File: config.mk
export PLATFORM = sky130hd
export DESIGN_NAME = kingdom_lucas_sequencer_flat
export DESIGN_NICKNAME = d
export VERILOG_FILES = /design/src/rtl/kingdom_pkg.sv /design/src/rtl/kingdom_lucas_sequencer_if.sv /design/src/rtl/kingdom_lucas_step.sv /design/src/rtl/kingdom_lucas_sequencer.sv /design/src/flat_wrapper.sv
export SDC_FILE = /design/constraint.sdc
export NUM_CORES = 1
export LEC_CHECK = 0
export CELL_PAD_IN_SITES_DETAIL_PLACEMENT = 1
export CELL_PAD_IN_SITES_GLOBAL_PLACEMENT = 2
export CORE_MARGIN = 5
export CORE_UTILIZATION = 33
export DETAILED_ROUTE_END_ITERATION = 8
export GPL_ROUTABILITY_DRIVEN = 0
export MAX_ROUTING_LAYER = met4
export PLACE_DENSITY_LB_ADDON = 0.05
export SYNTH_ARGS = -nofsm -noshare
export SYNTH_HDL_FRONTEND = slang
export SYNTH_HIERARCHICAL = 1
export SYNTH_SLANG_ARGS = --single-unit
File: constraint.sdc
create_clock -name clk -period 6.7 [get_ports clk]
set_input_delay 1.34 -clock clk [delete_from_list [all_inputs] [get_ports clk]]
set_output_delay 1.34 -clock clk [all_outputs]
set_load 0.005 [all_outputs]
File: src/rtl/kingdom_pkg.sv
// kingdom_pkg: shared Lucas seeds, default widths and sequencer state encoding
package kingdom_pkg;
    localparam int DEF_WIDTH = 64;
    localparam int DEF_IDX_W = 8;
    localparam int LUCAS_L0 = 2;
    localparam int LUCAS_L1 = 1;
    localparam int LUCAS_10_EXPECTED = 123;
    typedef enum logic [1:0] {IDLE, RUN, FINISH} state_t;
endpackage

File: src/rtl/kingdom_lucas_sequencer_if.sv
// kingdom_lucas_sequencer_if: valid/ready term stream out of the Lucas sequencer
interface kingdom_lucas_sequencer_if
    import kingdom_pkg::*;
#(
    parameter int WIDTH = DEF_WIDTH,
    parameter int IDX_W = DEF_IDX_W
);
    logic [WIDTH-1:0] out_data;
    logic [IDX_W-1:0] out_index;
    logic             out_valid;
    logic             out_ready;
    modport master (output out_data, out_index, out_valid, input out_ready);
    modport slave  (input out_data, out_index, out_valid, output out_ready);
endinterface

File: src/rtl/kingdom_lucas_step.sv
// kingdom_lucas_step: one Lucas recurrence step, kept separate so it can be pipelined later
module kingdom_lucas_step #(
    parameter int WIDTH = 64
) (
    input  logic [WIDTH-1:0] prev,
    input  logic [WIDTH-1:0] cur,
    output logic [WIDTH-1:0] sum,
    output logic             carry
);
    assign {carry, sum} = {1'b0, prev} + {1'b0, cur};
endmodule

File: src/rtl/kingdom_lucas_sequencer.sv
// kingdom_lucas_sequencer: streams Lucas terms and checks L(CHECK_INDEX) against lucas_ref
module kingdom_lucas_sequencer
    import kingdom_pkg::*;
#(
    parameter int WIDTH       = DEF_WIDTH,
    parameter int IDX_W       = DEF_IDX_W,
    parameter int CHECK_INDEX = 10
) (
    input  logic                      clk,
    input  logic                      rst,
    input  logic                      start,
    input  logic [IDX_W-1:0]          n_count,
    input  logic [WIDTH-1:0]          lucas_ref,
    kingdom_lucas_sequencer_if.master os,
    output logic                      busy,
    output logic                      done,
    output logic                      overflow,
    output logic                      check_pass,
    output logic                      check_fail
);
    state_t           state;
    logic [IDX_W-1:0] cnt, idx;
    logic [WIDTH-1:0] prev, cur, sum, nxt;
    logic             carry, vld, nc, hs, last;

    kingdom_lucas_step #(.WIDTH(WIDTH)) u_step (.prev(prev), .cur(cur), .sum(sum), .carry(carry));

    // L(-1) does not exist, so the step out of index 0 is forced to L(1)
    assign nxt  = idx == '0 ? WIDTH'(LUCAS_L1) : sum;
    assign nc   = idx != '0 && carry;
    assign hs   = vld && os.out_ready;
    assign last = idx == cnt - IDX_W'(1);

    assign os.out_data  = cur;
    assign os.out_index = idx;
    assign os.out_valid = vld;

    always_ff @(posedge clk or posedge rst) begin
        if (rst) begin
            state      <= IDLE;
            cnt        <= '0;
            idx        <= '0;
            prev       <= '0;
            cur        <= '0;
            vld        <= 1'b0;
            busy       <= 1'b0;
            done       <= 1'b0;
            overflow   <= 1'b0;
            check_pass <= 1'b0;
            check_fail <= 1'b0;
        end else begin
            done <= state == FINISH;
            case (state)
                IDLE: if (start) begin
                    cnt        <= n_count;
                    overflow   <= 1'b0;
                    check_pass <= 1'b0;
                    check_fail <= 1'b0;
                    if (n_count == '0) state <= FINISH;
                    else begin
                        state <= RUN;
                        cur   <= WIDTH'(LUCAS_L0);
                        prev  <= '0;
                        idx   <= '0;
                        vld   <= 1'b1;
                        busy  <= 1'b1;
                    end
                end
                RUN: if (hs) begin
                    if (idx == IDX_W'(CHECK_INDEX)) begin
                        check_pass <= cur == lucas_ref;
                        check_fail <= cur != lucas_ref;
                    end
                    // an overflowing successor is dropped rather than emitted truncated
                    if (last || nc) begin
                        overflow <= nc && !last;
                        vld      <= 1'b0;
                        busy     <= 1'b0;
                        state    <= FINISH;
                    end else begin
                        prev <= cur;
                        cur  <= nxt;
                        idx  <= idx + IDX_W'(1);
                    end
                end
                default: state <= IDLE;
            endcase
        end
    end
endmodule

File: src/flat_wrapper.sv
// flat-port wrapper written by rule: the top's interface ports become plain ports
module kingdom_lucas_sequencer_flat import kingdom_pkg::*;
#(
    parameter int WIDTH       = DEF_WIDTH,
    parameter int IDX_W       = DEF_IDX_W,
    parameter int CHECK_INDEX = 10
)
  (clk, rst, start, n_count, lucas_ref, busy, done, overflow, check_pass, check_fail, os_out_data, os_out_index, os_out_valid, os_out_ready);
  kingdom_lucas_sequencer_if #(.WIDTH(WIDTH), .IDX_W(IDX_W)) os_i ();
  input  logic clk;
  input  logic rst;
  input  logic start;
  input  logic [IDX_W-1:0] n_count;
  input  logic [WIDTH-1:0] lucas_ref;
  output logic busy;
  output logic done;
  output logic overflow;
  output logic check_pass;
  output logic check_fail;
  output wire logic [$bits(os_i.out_data)-1:0] os_out_data;
  output wire logic [$bits(os_i.out_index)-1:0] os_out_index;
  output wire logic [$bits(os_i.out_valid)-1:0] os_out_valid;
  input wire logic [$bits(os_i.out_ready)-1:0] os_out_ready;
  assign os_out_data = os_i.out_data;
  assign os_out_index = os_i.out_index;
  assign os_out_valid = os_i.out_valid;
  assign os_i.out_ready = os_out_ready;
  kingdom_lucas_sequencer #(.WIDTH(WIDTH), .IDX_W(IDX_W), .CHECK_INDEX(CHECK_INDEX)) u_core (.clk(clk), .rst(rst), .start(start), .n_count(n_count), .lucas_ref(lucas_ref), .os(os_i), .busy(busy), .done(done), .overflow(overflow), .check_pass(check_pass), .check_fail(check_fail));
endmodule
==> results of run 1 <==
==> routing by layer <==
layer / share of wire [%] / vias to the layer above / GRT usage [%]
li1: - / 5058 / -
met1: 50 / 5110 / 31.1
met2: 45 / 157 / 33.9
met3: 3.4 / 14 / 4.19
met4: 1.0 / 0 / 3.75
met5: 0 / - / -
==> sequential cells by signal, indices dropped and copies added, names as in the netlist, 2 cells and up <==
name,flops
u_core/state,2
u_core/os.out_data,64
u_core/os.out_index,8
u_core/cnt,8
u_core/prev,64
==> path summary, 6_finish.rpt <==
path                                                to  slack, ns  depth (start not counted)
worst max-delay path            u_core/os.out_data[36]       1.66                         12
worst min-delay path                    u_core/prev[3]       0.48                          2
worst max register to register  u_core/os.out_data[36]       1.66                         12
worst min register to register          u_core/prev[3]       0.48                          2
max in group asynchronous       u_core/os.out_data[34]       3.95                          3
min in group asynchronous               u_core/prev[9]       1.36                          2
==> cell type report <==
cell class	instances	area, µm²	area share [%]
timing repair buffer	158	1570	11.6
inverter	31	121	0.894
tap	448	561	4.13
clock inverter	11	170	1.25
clock buffer	20	467	3.44
sequential	151	3780	27.8
multi-input combinational	1137	6910	50.9
==> cells by family (layout without fill, tap and decap cells) <==
kind of cell,after synthesis,count (layout),share of synthesized area [%]
simple gates,593,593,23.9
compound gates,340,340,19.5
flops,151,151,34.1
xor+xnor,131,131,10.3
buf+inv,95,220,4.03
fa+ha+maj,69,69,7.85
mux,4,4,0.406
==> critical path: cells and delay by family, from the launching register on <==
family	cells	cell delay, ns
fa+ha+maj	1	0.51
simple gates	5	1.78
compound gates	6	1.58
flops	1	0.48
==> cell usage in the layout, fill, tap and decap left out, types with 4 or more instances in the layout <==
cell type	Yosys	routed
nand2b_1	11	11
nor4_1	26	26
and3_1	5	5
nor3_1	13	13
o21ai_2	6	6
buf_4	2	5
mux2_2	4	4
o21ai_1	22	22
or3_1	9	9
clkbuf_16	0	17
nand3_1	84	84
o21ai_0	90	90
and2_1	9	9
a31oi_1	8	8
o211ai_1	4	4
o31ai_1	10	10
nor2_1	59	57
inv_1	30	29
nand2_1	333	333
xor2_1	86	86
a21o_1	32	32
nand4_1	19	19
nor2b_1	6	5
dfrtp_1	151	151
o21bai_1	20	20
clkdlybuf4s50_1	0	153
bufinv_16	0	4
ha_1	68	68
a21oi_1	93	93
o21a_1	4	4
a211oi_1	7	7
xnor2_1	45	45
==> where the power goes <==
part / internal (mW) / leakage (nW) / switching (mW)
Combinational: 0.209 / 3.94 / 0.343
Sequential: 0.954 / 2.07 / 0.0727
Clock: 0.652 / 0.305 / 0.418
Total: 1.82 / 6.31 / 0.833
==> results.yml, run 1 <==
sta:
  post-route-period-util_pct: 75.3
  timing.fmax_mhz: 198
  drv_slew: 0
  relSlewSlack_pct: 2.63
  fin_crit_ns: 5.04
  tns_ns: 0
  worst_pin_slew_ns: 1.46
  setup_viol: 0
  rsz0062_at_grt: "false"
  clock-skew-final_ns: 0.0123
  hold_viol: 0
  setup_ws_ns: 1.66
  fin_hold_ws_ns: 0.477
finish:
  antenna-diode-count: 0
  area_delta_synth_final_pct: 22.3
  utilization_pct: 40.7
  stdcell_area_um2: 13600
  final_net_count: 1641
  final_cell_count_no_fill: 1956
  drive_gt1_share_pct: 4.58
  fillers: 4026
logic_synthesis:
  ys_ff_latch: 151
  synth_top_flop_cell: "dfrtp_1"
  yosysSeqAreaShare_pct: 34.1
  yosysUniqueCellTypes: 80
  yosysMostFrequentCell: "nand2_1"
  synth_common_cells: "nand2_1 (333), dfrtp_1 (151), a21oi_1 (93), o21ai_0 (90), xor2_1 (86)"
  synth_cells: 1383
  async_flop_share_pct: 100
  synth_area_per_cell_um2: 8.02
  synth-edff-count: 0
  synth.cell_area_um2: 11100
  yosysTopAreaCell: "dfrtp_1"
  yosys-top-cells-area: "dfrtp_1 (34%), nand2_1 (11%), ha_1 (7.7%), xor2_1 (6.8%), a21oi_1 (4.2%)"
  yosysTopAreaCellShare_pct: 34.1
  synth_fp_nets: 1528
  yosysWarnings: 6
drt:
  ant_nets: 0
  vias: 10300
  viasPerCell: 5.29
  drc: 0
  drt_iter0_drc: 570
  wl_mm: 40.6
  wire_per_inst_um: 20.7
  firstDrtPassIters: 5
place:
  place.port_buffers: 153
  placed_area_um2: 12900
  dpl.hpwl_mm: 30.7
  dpl_worst_slack_ns: 1.93
  placed_cells: 1925
global_route:
  grt_max_degree: 197
  grt_pass1_vias: 10800
  track_usage_pct: 22.1
  grt-ovfl-total: 0
  antenna_found_initial: 0
  grt_pass1_wl_mm: 64.2
floorplan:
  io_pins: 154
  coreArea_um2: 33400
  rows: 67
  die_height_um: 193
  dieArea_um2: 37400
  start_util_pct: 33.3
  die_x_um: 193
clock_tree:
  post_cts_buffers: 0
  cts_made_buffers: 17
  tritoncts: "built"
  cts_buffer_depth: 2
  clock-root-buffer: "clkbuf_16"
  cts_sinks: 151
  cts.clk_slew.worst_paths_ns: 0.07
  cts_resized: 0
  htreeDepth: 4
  clock_latency_ns: 0.44
  cts_hold_buffers: 0
setup_path:
  start_kind: "flop"
  required_ns: 6.95
  crit_path_cell_trace: "ha_1 -> nand4_1 -> or4_1 -> a21oi_2 -> nor2_1 -> o31a_1 -> o22ai_1 -> o22a_1 -> nand2_1 -> o21a_1 -> nand2_8 -> o21ai_0"
  slowest_stage: "or4_1"
  critPathKind: "reg -> reg"
  critPathMaxStageDelay_ns: 0.61
  cp-startpoint: "u_core/os.out_data[26]"
  cp_max_fo: 196
  cp.arrival_ns: 5.29
  reg2reg_from: "u_core/os.out_data[26]"
  end_kind: "flop"
status:
  status: "finished, final reports clean"
power:
  power_density_nw_per_um2: 195
  max-vdd-ir-drop_mv: 0.173
  cellLeakagePower_nw: 6.31
  p_total_mw: 2.65
run:
  max-cap-violations: 0
worst_hold_path:
  worstHoldStart: "u_core/prev[3]"
  hold_path_class: "reg -> reg"
No activity file was read; power rests on OpenSTA's default activity.
==> run 2: changes to the inputs <==
==> constraint.sdc (replaced) <==
create_clock -name clk -period 4.8 [get_ports clk]
set_input_delay 0.96 -clock clk [delete_from_list [all_inputs] [get_ports clk]]
set_output_delay 0.96 -clock clk [all_outputs]
set_load 0.005 [all_outputs]
==> run 2 against run 1 <==
Flip-flop and latch count is the same; cell area grew 0.29%; first-iteration DRC count shrank 12%; wire length shrank 0.65%; worst setup slack lost 1.1 ns; global-route usage is essentially flat; critical path depth grew 2; hold slack is essentially flat; clock-buffer cell count grew 4; total power grew 33%; largest cell class unchanged; largest power group is now registers.
==> results.yml, run 2 (synthesis gave the netlist of run 1 again) <==
clock_tree:
  clock-root-buffer: "clkbuf_16"
  cts_buffer_depth: 2
  cts_made_buffers: 17
  cts_hold_buffers: 0
  cts.clk_slew.worst_paths_ns: 0.06
  clock_latency_ns: 0.44
  htreeDepth: 4
  tritoncts: "built"
  post_cts_buffers: 0
  cts_sinks: 151
  cts_resized: 0
setup_path:
  slowest_stage: "ha_1"
  critPathBufInv: 1
  cp.arrival_ns: 4.55
  critPathMaxStageDelay_ns: 0.46
  required_ns: 5.11
  cp-startpoint: "u_core/os.out_data[7]"
  reg2reg_from: "u_core/os.out_data[7]"
  start_kind: "flop"
  critPathKind: "reg -> reg"
  end_kind: "flop"
  crit_path_cell_trace: "ha_1 -> o21ai_1 -> or3_1 -> a2111o_1 -> a21oi_2 -> nor2_1 -> o31a_1 -> o22ai_1 -> o22a_1 -> nand2_1 -> o21a_1 -> nand2_8 -> buf_12 -> o21ai_0"
  cp_max_fo: 59
  critical-path-top-delay-family: "compound AO/OA/AOI/OAI gates"
power:
  power_density_nw_per_um2: 259
  p_int_mw: 2.42
  clockPowerShare_pct: 37.3
  cellLeakagePower_nw: 6.33
  p_total_mw: 3.53
  combinationalPowerShare_pct: 22.1
  p_sw_mw: 1.11
  switching_share_pct: 31.4
  max-vdd-ir-drop_mv: 0.245
  p_seq_share_pct: 40.6
drt:
  drc: 0
  vias: 10300
  drt_iter0_drc: 499
  wire_per_inst_um: 20.5
  ant_nets: 0
  viasPerCell: 5.27
  firstDrtPassIters: 5
  wl_mm: 40.3
place:
  place.port_buffers: 153
  placed_cells: 1936
  dpl.hpwl_mm: 31.3
  dpl_worst_slack_ns: 0.553
  placed_area_um2: 13100
finish:
  layout.area.seq_um2: 3780
  fillers: 4072
  antenna-diode-count: 0
  final_common_cell: "nand2_1"
  final_net_count: 1652
  final_cell_mix: "nand2_1 (333), clkdlybuf4s50_1 (153), dfrtp_1 (151), a21oi_1 (93), o21ai_0 (90)"
  utilization_pct: 40.8
  stdcell_area_um2: 13600
  drive_gt1_share_pct: 4.75
  area_delta_synth_final_pct: 22.7
  multiInputGateArea_um2: 6910
  final_cell_count_no_fill: 1964
floorplan:
  die_height_um: 193
  dieArea_um2: 37400
  io_pins: 154
  die_x_um: 193
  rows: 67
  start_util_pct: 33.3
  coreArea_um2: 33400
global_route:
  grt_pass1_wl_mm: 64.2
  antenna_found_initial: 0
  grt_max_degree: 69
  track_usage_pct: 22.1
  grt_pass1_vias: 10900
  grt-ovfl-total: 0
sta:
  fin_hold_ws_ns: 0.477
  setup_viol: 0
  timing.fmax_mhz: 236
  setup_ws_ns: 0.563
  worst_pin_slew_ns: 1.20
  relSlewSlack_pct: 19.9
  fin_crit_ns: 4.24
  post-route-period-util_pct: 88.3
  clock-skew-final_ns: 0.0117
  tns_ns: 0
  hold_viol: 0
  rsz0062_at_grt: "false"
  drv_slew: 0
status:
  status: "finished, final reports clean"
run:
  max-cap-violations: 0
worst_hold_path:
  hold_path_class: "reg -> reg"
  worstHoldStart: "u_core/prev[36]"
-- run 2: cell types whose count changed in the layout (fill, tap and decap cells not counted), sizes merged --
cell / change
buf: +11
bufinv: -2
clkbuf: +4
clkinv: -2
clkinvlp: -1
inv: -2
-- run 2: per-layer routing --
layer,global-route usage [%],part of all wire [%],vias to the layer above,routed length [µm]
met2,33.6,45,147,18200
met4,4.41,1.3,0,528
met3,3.18,2.4,13,963
li1,-,-,5081,-
met5,-,0,-,0
met1,31.7,51,5108,20600
-- run 2: worst paths after layout --
check | slack [ns] | depth (start not counted) | to
worst max register to register | 0.56 | 14 | u_core/os.out_data[56]
worst min-delay path | 0.48 | 2 | u_core/prev[36]
min in group asynchronous | 0.79 | 2 | u_core/os.out_data[9]
worst min register to register | 0.48 | 2 | u_core/prev[36]
max in group asynchronous | 2.89 | 3 | u_core/os.out_data[46]
worst max-delay path | 0.56 | 14 | u_core/os.out_data[56]
-- run 2: layout make-up --
class | instances | area share (%)
clock buffers | 24 | 3.47
clock inverters | 4 | 0.533
inverters | 31 | 0.882
multi-input cells | 1137 | 50.7
flip-flops and latches | 151 | 27.8
well taps | 448 | 4.12
repair buffers | 169 | 12.5
-- run 2: worst reg2reg max path, stage by stage (launching register included) --
cell      delay (ns)
dfrtp_1         0.43
ha_1            0.46
o21ai_1         0.13
or3_1           0.39
a2111o_1        0.45
a21oi_2         0.25
nor2_1          0.13
o31a_1          0.30
o22ai_1         0.16
o22a_1          0.24
nand2_1         0.11
o21a_1          0.26
nand2_8         0.34
buf_12          0.29
o21ai_0         0.14
-- run 2: power groups by stage --
stage | logic (mW) | clock network (mW) | registers [mW]
final | 0.780 | 1.32 | 1.43
after global placement | 0.788 | 0 | 1.45
after CTS | 0.799 | 1.35 | 1.43
after floorplan | 0.456 | 0 | 1.42
after global routing | 0.862 | 1.40 | 1.44
after detailed placement | 0.793 | 0 | 1.46
==> run 3: changes to the inputs <==
--- a/config.mk
+++ b/config.mk
@@ -7,7 +7,6 @@
 export LEC_CHECK = 0
 export CELL_PAD_IN_SITES_DETAIL_PLACEMENT = 1
 export CELL_PAD_IN_SITES_GLOBAL_PLACEMENT = 2
-export CORE_MARGIN = 5
 export CORE_UTILIZATION = 33
 export DETAILED_ROUTE_END_ITERATION = 8
 export GPL_ROUTABILITY_DRIVEN = 0
==> run 3 against run 2 <==
Worst setup slack got worse by 0.23 ns; wire length increased by 1.3%; cell area increased by 0.54%; hold slack got worse by 0.0010 ns; die area decreased by 8.1%; critical path type unchanged; largest cell class unchanged.
==> results.yml, run 3 (synthesis gave the netlist of run 1 again) <==
status:
  status: "finished, final reports clean"
setup_path:
  crit_path_cell_trace: "ha_1 -> o21ai_1 -> or3_1 -> a2111o_1 -> a21oi_2 -> nor2_1 -> o31a_1 -> o22ai_1 -> o22a_1 -> nand2_1 -> o21a_1 -> nand2_8 -> buf_4 -> o21ai_0"
  start_kind: "flop"
  critical-path-top-delay-family: "compound AO/OA/AOI/OAI gates"
  end_kind: "flop"
  critPathKind: "reg -> reg"
  required_ns: 5.11
  critPathMaxStageDelay_ns: 0.47
  slowest_stage: "a2111o_1"
  cp_max_fo: 76
  critPathBufInv: 1
  cp.arrival_ns: 4.78
sta:
  setup_viol: 0
  worst_pin_slew_ns: 1.16
  rsz0062_at_grt: "false"
  relSlewSlack_pct: 22.7
  tns_ns: 0
  post-route-period-util_pct: 93.1
  fin_crit_ns: 4.47
  timing.fmax_mhz: 224
  drv_slew: 0
  hold_viol: 0
  clock-skew-final_ns: 0.0142
power:
  p_int_mw: 2.59
  p_seq_share_pct: 38.1
  clockPowerShare_pct: 40.7
  switching_share_pct: 30.7
  combinationalPowerShare_pct: 21.2
  p_sw_mw: 1.15
  cellLeakagePower_nw: 6.37
  power_density_nw_per_um2: 273
  max-vdd-ir-drop_mv: 0.256
  p_total_mw: 3.74
clock_tree:
  tritoncts: "built"
  htreeDepth: 4
  cts_buffer_depth: 2
  clock-root-buffer: "clkbuf_16"
  cts_resized: 0
  cts_hold_buffers: 0
  cts_made_buffers: 17
  cts.clk_slew.worst_paths_ns: 0.06
  cts_sinks: 151
  post_cts_buffers: 0
  clock_latency_ns: 0.45
drt:
  wire_per_inst_um: 20.8
  drc: 0
  wl_mm: 40.8
  firstDrtPassIters: 5
  drt_iter0_drc: 504
  ant_nets: 0
  viasPerCell: 5.35
  vias: 10500
finish:
  stdcell_area_um2: 13700
  multiInputGateArea_um2: 6910
  fillers: 3952
  utilization_pct: 41.7
  antenna-diode-count: 0
  layout.area.seq_um2: 3780
  final_common_cell: "nand2_1"
  final_net_count: 1652
  area_delta_synth_final_pct: 23.3
  final_cell_mix: "nand2_1 (333), clkdlybuf4s50_1 (153), dfrtp_1 (151), a21oi_1 (93), o21ai_0 (90)"
  drive_gt1_share_pct: 5.00
global_route:
  grt-ovfl-total: 0
  grt_pass1_vias: 10700
  grt_max_degree: 152
  grt_pass1_wl_mm: 64.0
  track_usage_pct: 25.5
  antenna_found_initial: 0
place:
  placed_area_um2: 13000
  place.port_buffers: 153
  dpl.hpwl_mm: 30.6
floorplan:
  dieArea_um2: 34400
  die_height_um: 185
  start_util_pct: 33.8
  coreArea_um2: 32800
  die_x_um: 185
  io_pins: 154
  rows: 66
worst_hold_path:
  hold_path_class: "reg -> reg"
run:
  max-cap-violations: 0
## run 3: per-stage QoR
step / hold WS (ns) / cells / setup WS [ns]
final: 0.476 / 1961 / 0.332
after CTS: 0.483 / 1961 / 0.331
after global placement: 0.459 / 1930 / 0.506
after detailed placement: 0.468 / 1930 / 0.339
after global routing: 0.492 / 1961 / 0.00221
after floorplan: 0.444 / 1383 / 1.36
## run 3: layout make-up
type | count | share of cell area (%)
repair buffers | 169 | 12.3
multi-input cells | 1137 | 50.5
flip-flops and latches | 151 | 27.6
well taps | 442 | 4.04
clock inverters | 8 | 1.24
clock buffers | 23 | 3.42
inverters | 31 | 0.878
## run 3: layer usage
metal | up-vias | share of wire [%] | global-route usage (%)
met2 | 164 | 44 | 38.4
met4 | 0 | 2.0 | 7.37
met5 | - | 0 | -
met3 | 33 | 3.3 | 3.95
met1 | 5216 | 50 | 35.2
li1 | 5085 | - | -
## run 3: worst reg2reg max path, stage by stage, from the launching register on
cell and delay (ns):
dfrtp_1 0.43, ha_1 0.46, o21ai_1 0.11, or3_1 0.40, a2111o_1 0.47, a21oi_2 0.28
nor2_1 0.14, o31a_1 0.31, o22ai_1 0.21, o22a_1 0.23, nand2_1 0.10, o21a_1 0.27
nand2_8 0.42, buf_4 0.38, o21ai_0 0.15
## run 3: power by group through the flow
stage | logic (mW) | registers, mW | clock network [mW]
2_1_floorplan | 0.456 | 1.42 | 0
3_3_place_gp | 0.795 | 1.45 | 0
3_5_place_dp | 0.804 | 1.45 | 0
4_1_cts | 0.809 | 1.42 | 1.56
5_1_grt | 0.872 | 1.44 | 1.61
6_report | 0.793 | 1.42 | 1.52
## run 3: final timing paths
kind | startpoint | end | slack [ns] | cells past startpoint
hold / removal | u_core/prev[2] | u_core/prev[2] | 0.48 | 2
setup / recovery | u_core/os.out_data[7] | u_core/os.out_data[21] | 0.33 | 14
max in group asynchronous | rst | u_core/os.out_data[40] | 3.00 | 3
hold reg to reg | u_core/prev[2] | u_core/prev[2] | 0.48 | 2
min in group asynchronous | rst | u_core/os.out_data[9] | 1.12 | 3
setup reg to reg | u_core/os.out_data[7] | u_core/os.out_data[21] | 0.33 | 14
